[config.mk]
export PLATFORM = sky130hd
export DESIGN_NAME = pc_psr_unit_flat
export DESIGN_NICKNAME = d
export VERILOG_FILES = /design/src/rtl/cpu_pkg.sv /design/src/rtl/pc_psr_unit_if.sv /design/src/rtl/psr_flags.sv /design/src/rtl/pc_psr_unit.sv /design/src/flat_wrapper.sv
export SDC_FILE = /design/constraint.sdc
export NUM_CORES = 1
export LEC_CHECK = 0
export CAP_MARGIN = 40
export CORE_MARGIN = 2
export CORE_UTILIZATION = 41
export DETAILED_ROUTE_END_ITERATION = 10
export HOLD_SLACK_MARGIN = 0.02
export PLACE_DENSITY_LB_ADDON = 0.2
export SLEW_MARGIN = 30
export SYNTH_ARGS = -nofsm -noshare
export SYNTH_HDL_FRONTEND = slang
export SYNTH_SLANG_ARGS = --single-unit
[constraint.sdc]
create_clock -name clk -period 2.3 [get_ports clk]
set_input_delay 0.46 -clock clk [delete_from_list [all_inputs] [get_ports clk]]
set_output_delay 0.46 -clock clk [all_outputs]
set_load 0.05 [all_outputs]
[src/rtl/cpu_pkg.sv]
// cpu_pkg
//  Shared definitions for the 5-stage pipelined CPU front end.
//  - ADDR_W / DATA_W : program counter and data word widths
//  - PSR_*           : bit positions of the condition flags in program_status
//  - opcode / branch-condition codes consumed by decode and execute
//  - psr_calc        : flag generator shared by the RTL
package cpu_pkg;

  localparam int ADDR_W = 11;
  localparam int DATA_W = 32;

  // program_status bit indices, packed as {C,P,Z,N,PAR}
  localparam int PSR_C   = 4;
  localparam int PSR_P   = 3;
  localparam int PSR_Z   = 2;
  localparam int PSR_N   = 1;
  localparam int PSR_PAR = 0;

  // Opcodes
  localparam logic [3:0] LOAD   = 4'h0;
  localparam logic [3:0] STORE  = 4'h1;
  localparam logic [3:0] ADD    = 4'h2;
  localparam logic [3:0] SUB    = 4'h3;
  localparam logic [3:0] AND_OP = 4'h4;
  localparam logic [3:0] OR_OP  = 4'h5;
  localparam logic [3:0] XOR_OP = 4'h6;
  localparam logic [3:0] SHL    = 4'h7;
  localparam logic [3:0] SHR    = 4'h8;
  localparam logic [3:0] BRANCH = 4'h9;
  localparam logic [3:0] NOOP   = 4'hF;

  // Branch condition codes and the flag each one tests
  typedef enum logic [2:0] {
    BR_ALWAYS   = 3'd0,  // unconditional
    BR_NOT_ZERO = 3'd1,  // Z == 0
    BR_ZERO     = 3'd2,  // Z == 1
    BR_POSITIVE = 3'd3,  // P == 1
    BR_NO_CARRY = 3'd4,  // C == 0
    BR_PAR_EVEN = 3'd5,  // PAR == 0
    BR_PAR_ODD  = 3'd6   // PAR == 1
  } br_cond_e;

  // Condition flags from a result word and its carry.
  function automatic logic [4:0] psr_calc(input logic [DATA_W-1:0] res,
                                          input logic carry);
    logic [4:0] flags;
    logic       is_zero;
    is_zero        = (res == '0);
    flags          = '0;
    flags[PSR_C]   = carry;
    flags[PSR_Z]   = is_zero;
    flags[PSR_N]   = res[DATA_W-1];
    // positive excludes both zero and the sign-set case, so P/Z/N stay one-hot
    flags[PSR_P]   = ~res[DATA_W-1] & ~is_zero;
    flags[PSR_PAR] = ^res;
    return flags;
  endfunction

endpackage

[src/rtl/pc_psr_unit_if.sv]
// pc_psr_unit_if
//  Bundle between the pipeline and the PC/PSR front-end block.
//  master (pipeline side): drives branch request and write-back result,
//                          reads fetch address and flags.
//  slave  (pc_psr_unit)  : the reverse.
//   branch_valid    1       load branch_address into PC on next edge
//   branch_address  ADDR_W  branch target (instruction word address)
//   res             DATA_W  write-back result word
//   carry           1       write-back carry
//   cnt             ADDR_W  current PC / instruction read address
//   program_status  5       {C,P,Z,N,PAR}
interface pc_psr_unit_if
  import cpu_pkg::*;
#(
  parameter int ADDR_W = cpu_pkg::ADDR_W,
  parameter int DATA_W = cpu_pkg::DATA_W
);

  logic              branch_valid;
  logic [ADDR_W-1:0] branch_address;
  logic [DATA_W-1:0] res;
  logic              carry;
  logic [ADDR_W-1:0] cnt;
  logic [4:0]        program_status;

  modport master (
    output branch_valid, branch_address, res, carry,
    input  cnt, program_status
  );

  modport slave (
    input  branch_valid, branch_address, res, carry,
    output cnt, program_status
  );

endinterface

[src/rtl/psr_flags.sv]
// psr_flags
//  Purely combinational condition-flag generator. No clock, no reset.
//   res             in   DATA_W  write-back result word
//   carry           in   1       write-back carry
//   program_status  out  5       {C,P,Z,N,PAR}
module psr_flags
  import cpu_pkg::*;
#(
  parameter int DATA_W = cpu_pkg::DATA_W
) (
  input  logic [DATA_W-1:0] res,
  input  logic              carry,
  output logic [4:0]        program_status
);

  logic is_zero;
  logic is_neg;

  assign is_zero = (res == '0);
  assign is_neg  = res[DATA_W-1];

  assign program_status[PSR_C]   = carry;
  assign program_status[PSR_P]   = ~is_neg & ~is_zero;
  assign program_status[PSR_Z]   = is_zero;
  assign program_status[PSR_N]   = is_neg;
  assign program_status[PSR_PAR] = ^res;

endmodule

[src/rtl/pc_psr_unit.sv]
// pc_psr_unit
//  Front-end control: program counter plus program status flags.
//  The PC advances every cycle (no stall), or loads the branch target
//  when execute resolves a taken branch. Flags are combinational from
//  the write-back result and do not see reset.
//   clk     in  1   rising-edge clock
//   resetn  in  1   asynchronous reset, active HIGH despite the name
//   bus     slave   pc_psr_unit_if (branch request, result, cnt, flags)
module pc_psr_unit
  import cpu_pkg::*;
#(
  parameter int                       ADDR_W   = cpu_pkg::ADDR_W,
  parameter int                       DATA_W   = cpu_pkg::DATA_W,
  parameter logic [ADDR_W-1:0]        RESET_PC = '0
) (
  input  logic        clk,
  input  logic        resetn,
  pc_psr_unit_if.slave bus
);

  logic [ADDR_W-1:0] cnt_reg;
  logic [ADDR_W-1:0] cnt_next;

  // Branch has priority; otherwise increment, wrapping naturally at 2**ADDR_W.
  always_comb begin
    cnt_next = cnt_reg + 1'b1;
    if (bus.branch_valid) begin
      cnt_next = bus.branch_address;
    end
  end

  always_ff @(posedge clk or posedge resetn) begin
    if (resetn) begin
      cnt_reg <= RESET_PC;
    end else begin
      cnt_reg <= cnt_next;
    end
  end

  assign bus.cnt = cnt_reg;

  psr_flags #(
    .DATA_W (DATA_W)
  ) u_psr_flags (
    .res            (bus.res),
    .carry          (bus.carry),
    .program_status (bus.program_status)
  );

endmodule

[src/flat_wrapper.sv]
// flat-port wrapper written by rule: the top's interface ports become plain ports
module pc_psr_unit_flat import cpu_pkg::*;
#(
  parameter int                       ADDR_W   = cpu_pkg::ADDR_W,
  parameter int                       DATA_W   = cpu_pkg::DATA_W,
  parameter logic [ADDR_W-1:0]        RESET_PC = '0
)
  (clk, resetn, bus_branch_valid, bus_branch_address, bus_res, bus_carry, bus_cnt, bus_program_status);
  pc_psr_unit_if #(.ADDR_W(ADDR_W), .DATA_W(DATA_W)) bus_i ();
  input  logic clk;
  input  logic resetn;
  input wire logic [$bits(bus_i.branch_valid)-1:0] bus_branch_valid;
  input wire logic [$bits(bus_i.branch_address)-1:0] bus_branch_address;
  input wire logic [$bits(bus_i.res)-1:0] bus_res;
  input wire logic [$bits(bus_i.carry)-1:0] bus_carry;
  output wire logic [$bits(bus_i.cnt)-1:0] bus_cnt;
  output wire logic [$bits(bus_i.program_status)-1:0] bus_program_status;
  assign bus_i.branch_valid = bus_branch_valid;
  assign bus_i.branch_address = bus_branch_address;
  assign bus_i.res = bus_res;
  assign bus_i.carry = bus_carry;
  assign bus_cnt = bus_i.cnt;
  assign bus_program_status = bus_i.program_status;
  pc_psr_unit #(.ADDR_W(ADDR_W), .DATA_W(DATA_W), .RESET_PC(RESET_PC)) u_core (.clk(clk), .resetn(resetn), .bus(bus_i));
endmodule
==> results of run 1 <==
-- worst max-delay path, cell delays in order --
cell and delay (ns):
sky130_fd_sc_hd__clkdlybuf4s15_1 0.20, sky130_fd_sc_hd__inv_2 0.05, sky130_fd_sc_hd__ha_4 0.24, sky130_fd_sc_hd__xnor2_2 0.14, sky130_fd_sc_hd__xnor2_1 0.14, sky130_fd_sc_hd__xnor2_1 0.27, sky130_fd_sc_hd__xnor2_2 0.18, sky130_fd_sc_hd__buf_12 0.16
-- where the power goes --
part           internal (mW)  switching [mW]
Combinational          0.421           0.420
Sequential             0.216          0.0289
Clock                 0.0673          0.0721
Total                  0.705           0.521
-- metal layers --
layer,share of wire,track usage,wire (um)
met3,0.063,0.0422,207
met5,0,0,0
met1,0.37,0.247,1220
met4,0.014,0.0836,47
met2,0.56,0.408,1840
-- layout make-up --
| class | instances | area [um2] | share of cell area |
|---|---|---|---|
| Timing Repair Buffer | 63 | 589 | 0.289 |
| Clock buffer | 4 | 26.3 | 0.0129 |
| Multi-Input combinational cell | 81 | 981 | 0.481 |
| Tap cell | 30 | 37.5 | 0.0184 |
| Sequential cell | 11 | 275 | 0.135 |
| Inverter | 35 | 131 | 0.0644 |
-- path summary, 6_finish.rpt --
path / endpoint / slack (ns) / cells past startpoint
worst min-delay path: u_core.bus.cnt[1] / 0.47 / 2
max in group asynchronous: u_core.bus.cnt[7] / 1.52 / 2
worst min register to register: u_core.bus.cnt[0] / 0.58 / 1
worst max register to register: u_core.bus.cnt[8] / 0.94 / 5
min in group clk: u_core.bus.cnt[0] / 0.58 / 1
worst max-delay path: bus_program_status[0] / -0.004 / 8
-- per-stage QoR --
step | power [mW] | util
2_1_floorplan | 0.671 | -
3_3_place_gp | 0.952 | 0.699
3_5_place_dp | 0.969 | 0.699
4_1_cts | 1.20 | 0.805
5_1_grt | 1.27 | 0.816
6_report | 1.23 | 0.816
-- cells in the final DEF, fill, tap and decap left out, types with 2 or more instances in the layout --
cell                              Yosys  final
sky130_fd_sc_hd__inv_2                0     31
sky130_fd_sc_hd__dlygate4sd2_1        0      5
sky130_fd_sc_hd__nand2_1             13     13
sky130_fd_sc_hd__clkdlybuf4s50_1      0     24
sky130_fd_sc_hd__nand3_2              2      2
sky130_fd_sc_hd__inv_1               35      4
sky130_fd_sc_hd__xor2_1               3      2
sky130_fd_sc_hd__dfrtp_1             11     11
sky130_fd_sc_hd__buf_12               0      3
sky130_fd_sc_hd__o21ai_0              7      7
sky130_fd_sc_hd__xnor2_1             21     10
sky130_fd_sc_hd__nand4_1              4      4
sky130_fd_sc_hd__clkbuf_4             0      3
sky130_fd_sc_hd__buf_4                3      4
sky130_fd_sc_hd__o21ai_1              2      2
sky130_fd_sc_hd__clkbuf_2             0     10
sky130_fd_sc_hd__xnor2_2              0      8
sky130_fd_sc_hd__xnor2_4              0      3
sky130_fd_sc_hd__clkdlybuf4s15_1      0     16
sky130_fd_sc_hd__nor2_1               3      3
sky130_fd_sc_hd__ha_4                 0     16
sky130_fd_sc_hd__nand3_1              2      2
sky130_fd_sc_hd__nor3_1               3      3
-- cells by family (layout without fill, tap and decap cells) --
group,Yosys count,in the layout,share of synthesized area
xor+xnor,24,24,0.194
simple gates,29,29,0.146
mux,1,1,0.0104
buf+inv,40,102,0.149
compound gates,10,10,0.0497
fa+ha+maj,17,17,0.197
flops,11,11,0.254
-- timing repair --
| item | 4_1_cts | 5_1_grt |
|---|---|---|
| hold endpoints to repair | 0 | 0 |
| setup endpoints to repair | 3 | 1 |
| resized for setup | 94 | 38 |
| buffers inserted | 0 | 0 |
| gates cloned | 0 | 0 |
| pin swaps | 23 | 25 |
==> metrics.txt, run 1 <==
worst-case hold slack between 0.4 and 0.5 ns; Non-Filler Instances 224; worst clock skew between 0.003 and 0.004 ns; summed negative setup slack over all endpoints -0.00382 ns; I/O pins 63; cell at the root of the clock tree sky130_fd_sc_hd__clkbuf_4; core region area approximately 2500 um2; status finished with violations; final routed DRC violation total 0; fraction of synthesis flops using an asynchronous set or reset pin 1.00; count of flip-flops with a built-in enable after synthesis 0; share of the clock period used by the worst path after layout 1.00; placed wire-length estimate after detailed placement ~2400 um; fraction of final layout cells sized beyond drive strength 1 0.438; number of flip-flops under the largest register name 11; worst vdd rail ir drop approximately 0.0011 V; crit path capture type primary output; mean routed wirelength per cell 14.8 um; number of nets produced by synthesis 196; floorplan die width between 50 and 60 um; least setup slack across all paths after layout -0.00382 ns; register area share after synthesis 0.254; number of antenna violations at the first check in global routing 0; cell area after layout slightly above 2000 um2; flop and latch count out of synthesis 11; routed vias/inst 4.84; Total Die Area 3070 um2; Leakage Power between 0.8 and 0.9 nW; number of antenna cells inserted 0; overall track demand over capacity in global routing 0.221; power density of the placed cells ~600 nW/um2; total clock buffers created by CTS 3; cell types with the highest counts after synthesis 35 x sky130_fd_sc_hd__inv_1, 21 x sky130_fd_sc_hd__xnor2_1, 17 x sky130_fd_sc_hd__ha_1, 13 x sky130_fd_sc_hd__nand2_1, 11 x sky130_fd_sc_hd__dfrtp_1; source-to-sink clock delay at the later pin of the worst-skew pair ~0.28 ns; pin count of the biggest net entering global routing 21; total congestion overflow after global routing 0; row count 18; # setup viols final 1; number of different library cells in the post-synthesis netlist 19; Slew Viols, Final 0; Worst-path clk slew 0.08 ns; minimum period implied by the final worst setup slack 2.30 ns; count of hold-fix buffers inserted at cts 0; RePlAce Congestion slightly above 0.8; post-synthesis cell area ~1100 um2; antenna-violating nets left 0; post-placement cell area between 1500 and 2000 um2; gate count after technology mapping about 130; post-layout net count around 260; Yosys top cell by area sky130_fd_sc_hd__dfrtp_1; final count of hold timing violations 0; first-pass GRT wire length approximately 5400 um; cells taking the most area after synthesis sky130_fd_sc_hd__dfrtp_1 25%, sky130_fd_sc_hd__ha_1 20%, sky130_fd_sc_hd__xnor2_1 17%, sky130_fd_sc_hd__inv_1 12%, sky130_fd_sc_hd__nand2_1 4.5%; critical path peak fanout 1; reg-to-reg critical path startpoint u_core.bus.cnt[0]; dominant synthesized flop cell sky130_fd_sc_hd__dfrtp_1; number of cells after detailed placement 220; start point of the critical path bus_res[17]; CTS HTree Levels 1; relative area change from synthesis to final layout 88.6%; fmax between 400 and 500 MHz; number of global-route vias before repair 1150; clock tree from TritonCTS yes; Synth warnings 0; Hold Crit Class primary input to asynchronous set/reset pin; data arrival at the endpoint of the critical path roughly 1.8 ns; transition time at the pin with the least slew margin 0.518 ns; maximum count of clock buffers along a single path 2; IO Port Bufs 60; max-cap viol count 0; violations in the final reports negative setup slack; total via count in the routed design approximately 1.1k; dpl ws -0.381 ns; most numerous cell in the Yosys netlist sky130_fd_sc_hd__inv_1; slew margin rel. 0.654; number of iterations in the first detailed-routing pass 4; Filler Cell Count ~140; Die Y-Extent about 55 um; top cell type's share of synthesized area 0.254; sinks on the clock net 11; sort of element at the start of the critical path primary input; aggregate routed wire length between 3000 and 4000 um; number of DRC markers after the initial detailed-route iteration 25; CP required roughly 1.8 ns; Worst Path Class, Setup primary input to primary output; post-synthesis average cell area 8.20 um2; Starting Density 0.433
No activity file was read; power rests on OpenSTA's default activity.
==> run 2: changes to the inputs <==
--- a/config.mk
+++ b/config.mk
@@ -7,7 +7,7 @@
 export LEC_CHECK = 0
 export CAP_MARGIN = 40
 export CORE_MARGIN = 2
-export CORE_UTILIZATION = 41
+export CORE_UTILIZATION = 38
 export DETAILED_ROUTE_END_ITERATION = 10
 export HOLD_SLACK_MARGIN = 0.02
 export PLACE_DENSITY_LB_ADDON = 0.2
==> constraint.sdc (replaced) <==
create_clock -name clk -period 2.35 [get_ports clk]
set_input_delay 0.47 -clock clk [delete_from_list [all_inputs] [get_ports clk]]
set_output_delay 0.47 -clock clk [all_outputs]
set_load 0.05 [all_outputs]
==> run 2 against run 1 <==
The run now ends clean. Critical path depth did not move. Sequential share of layout area rose by 0.39 points. Count of clock-buffer cells in the layout did not move. Die area rose by 7.3%. Combinational power fell by 5.8%. Utilization fell by 9.1 points. Register-to-register slack improved by 0.05 ns. Non-clock buffer count did not move. Power fell by 5.1%. Flip-flop and latch count did not move. Global-route usage fell by 1.6 points. Sequential power fell by 2%.
==> metrics.txt, run 2 (synthesis results as in run 1) <==
total clock buffers created by CTS 3 (unchanged); part of the power in combinational logic 0.682 (was 0.687); Layout Utilization 0.725 (was 0.816); Starting Density 0.396 (was 0.433); cell at the root of the clock tree sky130_fd_sc_hd__clkbuf_4 (unchanged); row count 19 (was 18); Slew Viols, Final 0 (unchanged); Clk network pwr share 0.112 (was 0.114); maximum count of clock buffers along a single path 2 (unchanged); antenna-violating nets left 0 (unchanged); switching power total 0.495 mW (was 0.521 mW); IO Port Bufs 60 (unchanged); highest-count cells in the layout ignoring fill and taps 26 x sky130_fd_sc_hd__inv_2, 24 x sky130_fd_sc_hd__clkdlybuf4s50_1, 19 x sky130_fd_sc_hd__clkdlybuf4s15_1 (was 31 x sky130_fd_sc_hd__inv_2, 24 x sky130_fd_sc_hd__clkdlybuf4s50_1, 16 x sky130_fd_sc_hd__ha_4, 16 x sky130_fd_sc_hd__clkdlybuf4s15_1, 13 x sky130_fd_sc_hd__nand2_1); routed vias/inst 4.65 (was 4.84); number of DRC markers after the initial detailed-route iteration 28 (was 25); power share of the sequential group 0.207 (was 0.200); critical path peak fanout 1 (unchanged); mean routed wirelength per cell 14.4 um (was 14.8 um); number of antenna cells inserted 0 (unchanged); final count of hold timing violations 0 (unchanged); first-pass GRT wire length 5130 um (was 5350 um); transition time at the pin with the least slew margin 0.512 ns (was 0.518 ns); placed wire-length estimate after detailed placement 2270 um (was 2360 um); post-layout net count 259 (unchanged); max-cap viol count 0 (unchanged); core region area 2730 um2 (was 2500 um2); pin count of the biggest net entering global routing 13 (was 21); Worst-path clk slew 0.07 ns (was 0.08 ns); number of flip-flops under the largest register name 11 (unchanged); clock tree from TritonCTS yes (unchanged); dpl ws -0.357 ns (was -0.381 ns); status completed (was finished with violations); switching power share of the total 0.425 (about the same); CTS HTree Levels 1 (unchanged); Hold Crit Class primary input to asynchronous set/reset pin (unchanged); Die Y-Extent 57.4 um (was 55.4 um); number of cells after detailed placement 221 (was 220); total congestion overflow after global routing 0 (unchanged); overall track demand over capacity in global routing 0.205 (was 0.221); sort of element at the start of the critical path primary input (unchanged); data arrival at the endpoint of the critical path 1.86 ns (was 1.84 ns); floorplan die width 57.4 um (was 55.4 um); number of global-route vias before repair 1129 (was 1150); worst r2r dst u_core.bus.cnt[8] (unchanged); total internal power 0.668 mW (was 0.705 mW); Worst Path Class, Setup primary input to primary output (unchanged); Filler Cell Count 188 (was 144); count of hold-fix buffers inserted at cts 0 (unchanged); slew margin rel. 0.658 (was 0.654); Total Die Area 3290 um2 (was 3070 um2); number of iterations in the first detailed-routing pass 4 (unchanged); source-to-sink clock delay at the later pin of the worst-skew pair 0.27 ns (was 0.28 ns); CP required 1.88 ns (was 1.84 ns); crit path capture type primary output (unchanged); power density of the placed cells 586 nW/um2 (was 601 nW/um2); relative area change from synthesis to final layout 83.2% (was 88.6%); least setup slack across all paths after layout 0.0225 ns (was -0.00382 ns); worst clock skew 0.00448 ns (was 0.00370 ns); number of antenna violations at the first check in global routing 0 (unchanged); minimum period implied by the final worst setup slack ~2.3 ns; fmax between 400 and 500 MHz; final routed DRC violation total 0 (unchanged); R2R cell count 5 (unchanged); total via count in the routed design 1047 (was 1084); reg-to-reg critical path startpoint u_core.bus.cnt[0] (unchanged); aggregate routed wire length 3250 um (was 3310 um); # setup viols final 0 (was 1); Leakage Power 0.888 nW (was 0.895 nW); fraction of final layout cells sized beyond drive strength 1 0.392 (was 0.438); share of the clock period used by the worst path after layout 0.990; I/O pins 63 (unchanged); most common cell after layout, fill and taps aside sky130_fd_sc_hd__inv_2 (unchanged); worst vdd rail ir drop 0.000669 V (was 0.00112 V); sinks on the clock net 11 (unchanged); Non-Filler Instances 225 (was 224); RePlAce Congestion 0.816 (was 0.815); setup slack of the most critical reg-to-reg path 0.99 ns (was 0.94 ns)
[run 2: cell types whose count changed in the layout (fill, tap and decap cells not counted), sizes merged]
| cell | delta |
|---|---|
| buf | +4 |
| clkbuf | -5 |
| dlygate4sd2 | -2 |
| clkdlybuf4s15 | +3 |
[run 2: cell type report]
cell class | instances | area, um2 | area share
Inverter | 35 | 131 | 0.0662
Tap cell | 31 | 38.8 | 0.0196
Clock buffer | 4 | 26.3 | 0.0132
Sequential cell | 11 | 275 | 0.139
Multi-Input combinational cell | 81 | 915 | 0.461
Timing Repair Buffer | 63 | 597 | 0.301
[run 2: power groups by stage]
stage | sequential (mW) | clock (mW) | combinational (mW)
floorplan | 0.318 | 0 | 0.338
global placement | 0.242 | 0 | 0.692
detailed placement | 0.243 | 0 | 0.700
CTS | 0.240 | 0.136 | 0.752
global route | 0.244 | 0.145 | 0.830
finish | 0.240 | 0.130 | 0.792
[run 2: worst max path at each step]
stage	startpoint	end	slack, ns	cells after the start
6_report	bus_res[1]	bus_program_status[0]	0.02	8
3_5_place_dp	bus_res[14]	bus_program_status[0]	-0.36	8
4_1_cts	bus_res[15]	bus_program_status[0]	0.0004	8
3_3_place_gp	bus_res[14]	bus_program_status[0]	-0.34	8
5_1_grt	bus_res[1]	bus_program_status[0]	-0.03	8
2_1_floorplan	bus_res[0]	bus_program_status[0]	0.11	6
[run 2: timing repair]
item	in CTS	in global routing
gates cloned	0	0
hold endpoints to repair	0	0
setup buffers	0	0
pin swaps	26	18
endpoints found under the setup margin	1	1
resized for setup	93	29
[run 2: routing by layer]
metal / routed length (um) / track usage / vias up / share of wire
met5: 0 / 0 / - / 0
li1: - / - / 526 / -
met4: 63 / 0.0465 / 0 / 0.019
met2: 1800 / 0.383 / 38 / 0.55
met3: 182 / 0.0499 / 4 / 0.056
met1: 1200 / 0.232 / 479 / 0.37
[run 2: through the flow]
stage / hold slack, ns / TNS, ns / cell area, um2 / total power [mW]
floorplan: 0.322 / 0 / 1090 / 0.656
global placement: 0.528 / -0.345 / 1750 / 0.934
detailed placement: 0.563 / -0.357 / 1750 / 0.943
CTS: 0.528 / 0 / 1960 / 1.13
global route: 0.554 / -0.0264 / 1980 / 1.22
finish: 0.511 / 0 / 1980 / 1.16
[run 2: worst max-delay path: stages]
cell and delay [ns]:
sky130_fd_sc_hd__clkdlybuf4s15_1 0.18, sky130_fd_sc_hd__inv_2 0.07, sky130_fd_sc_hd__ha_4 0.20, sky130_fd_sc_hd__xnor2_2 0.18, sky130_fd_sc_hd__xnor2_1 0.12, sky130_fd_sc_hd__xnor2_1 0.29, sky130_fd_sc_hd__xnor2_2 0.18, sky130_fd_sc_hd__buf_12 0.16
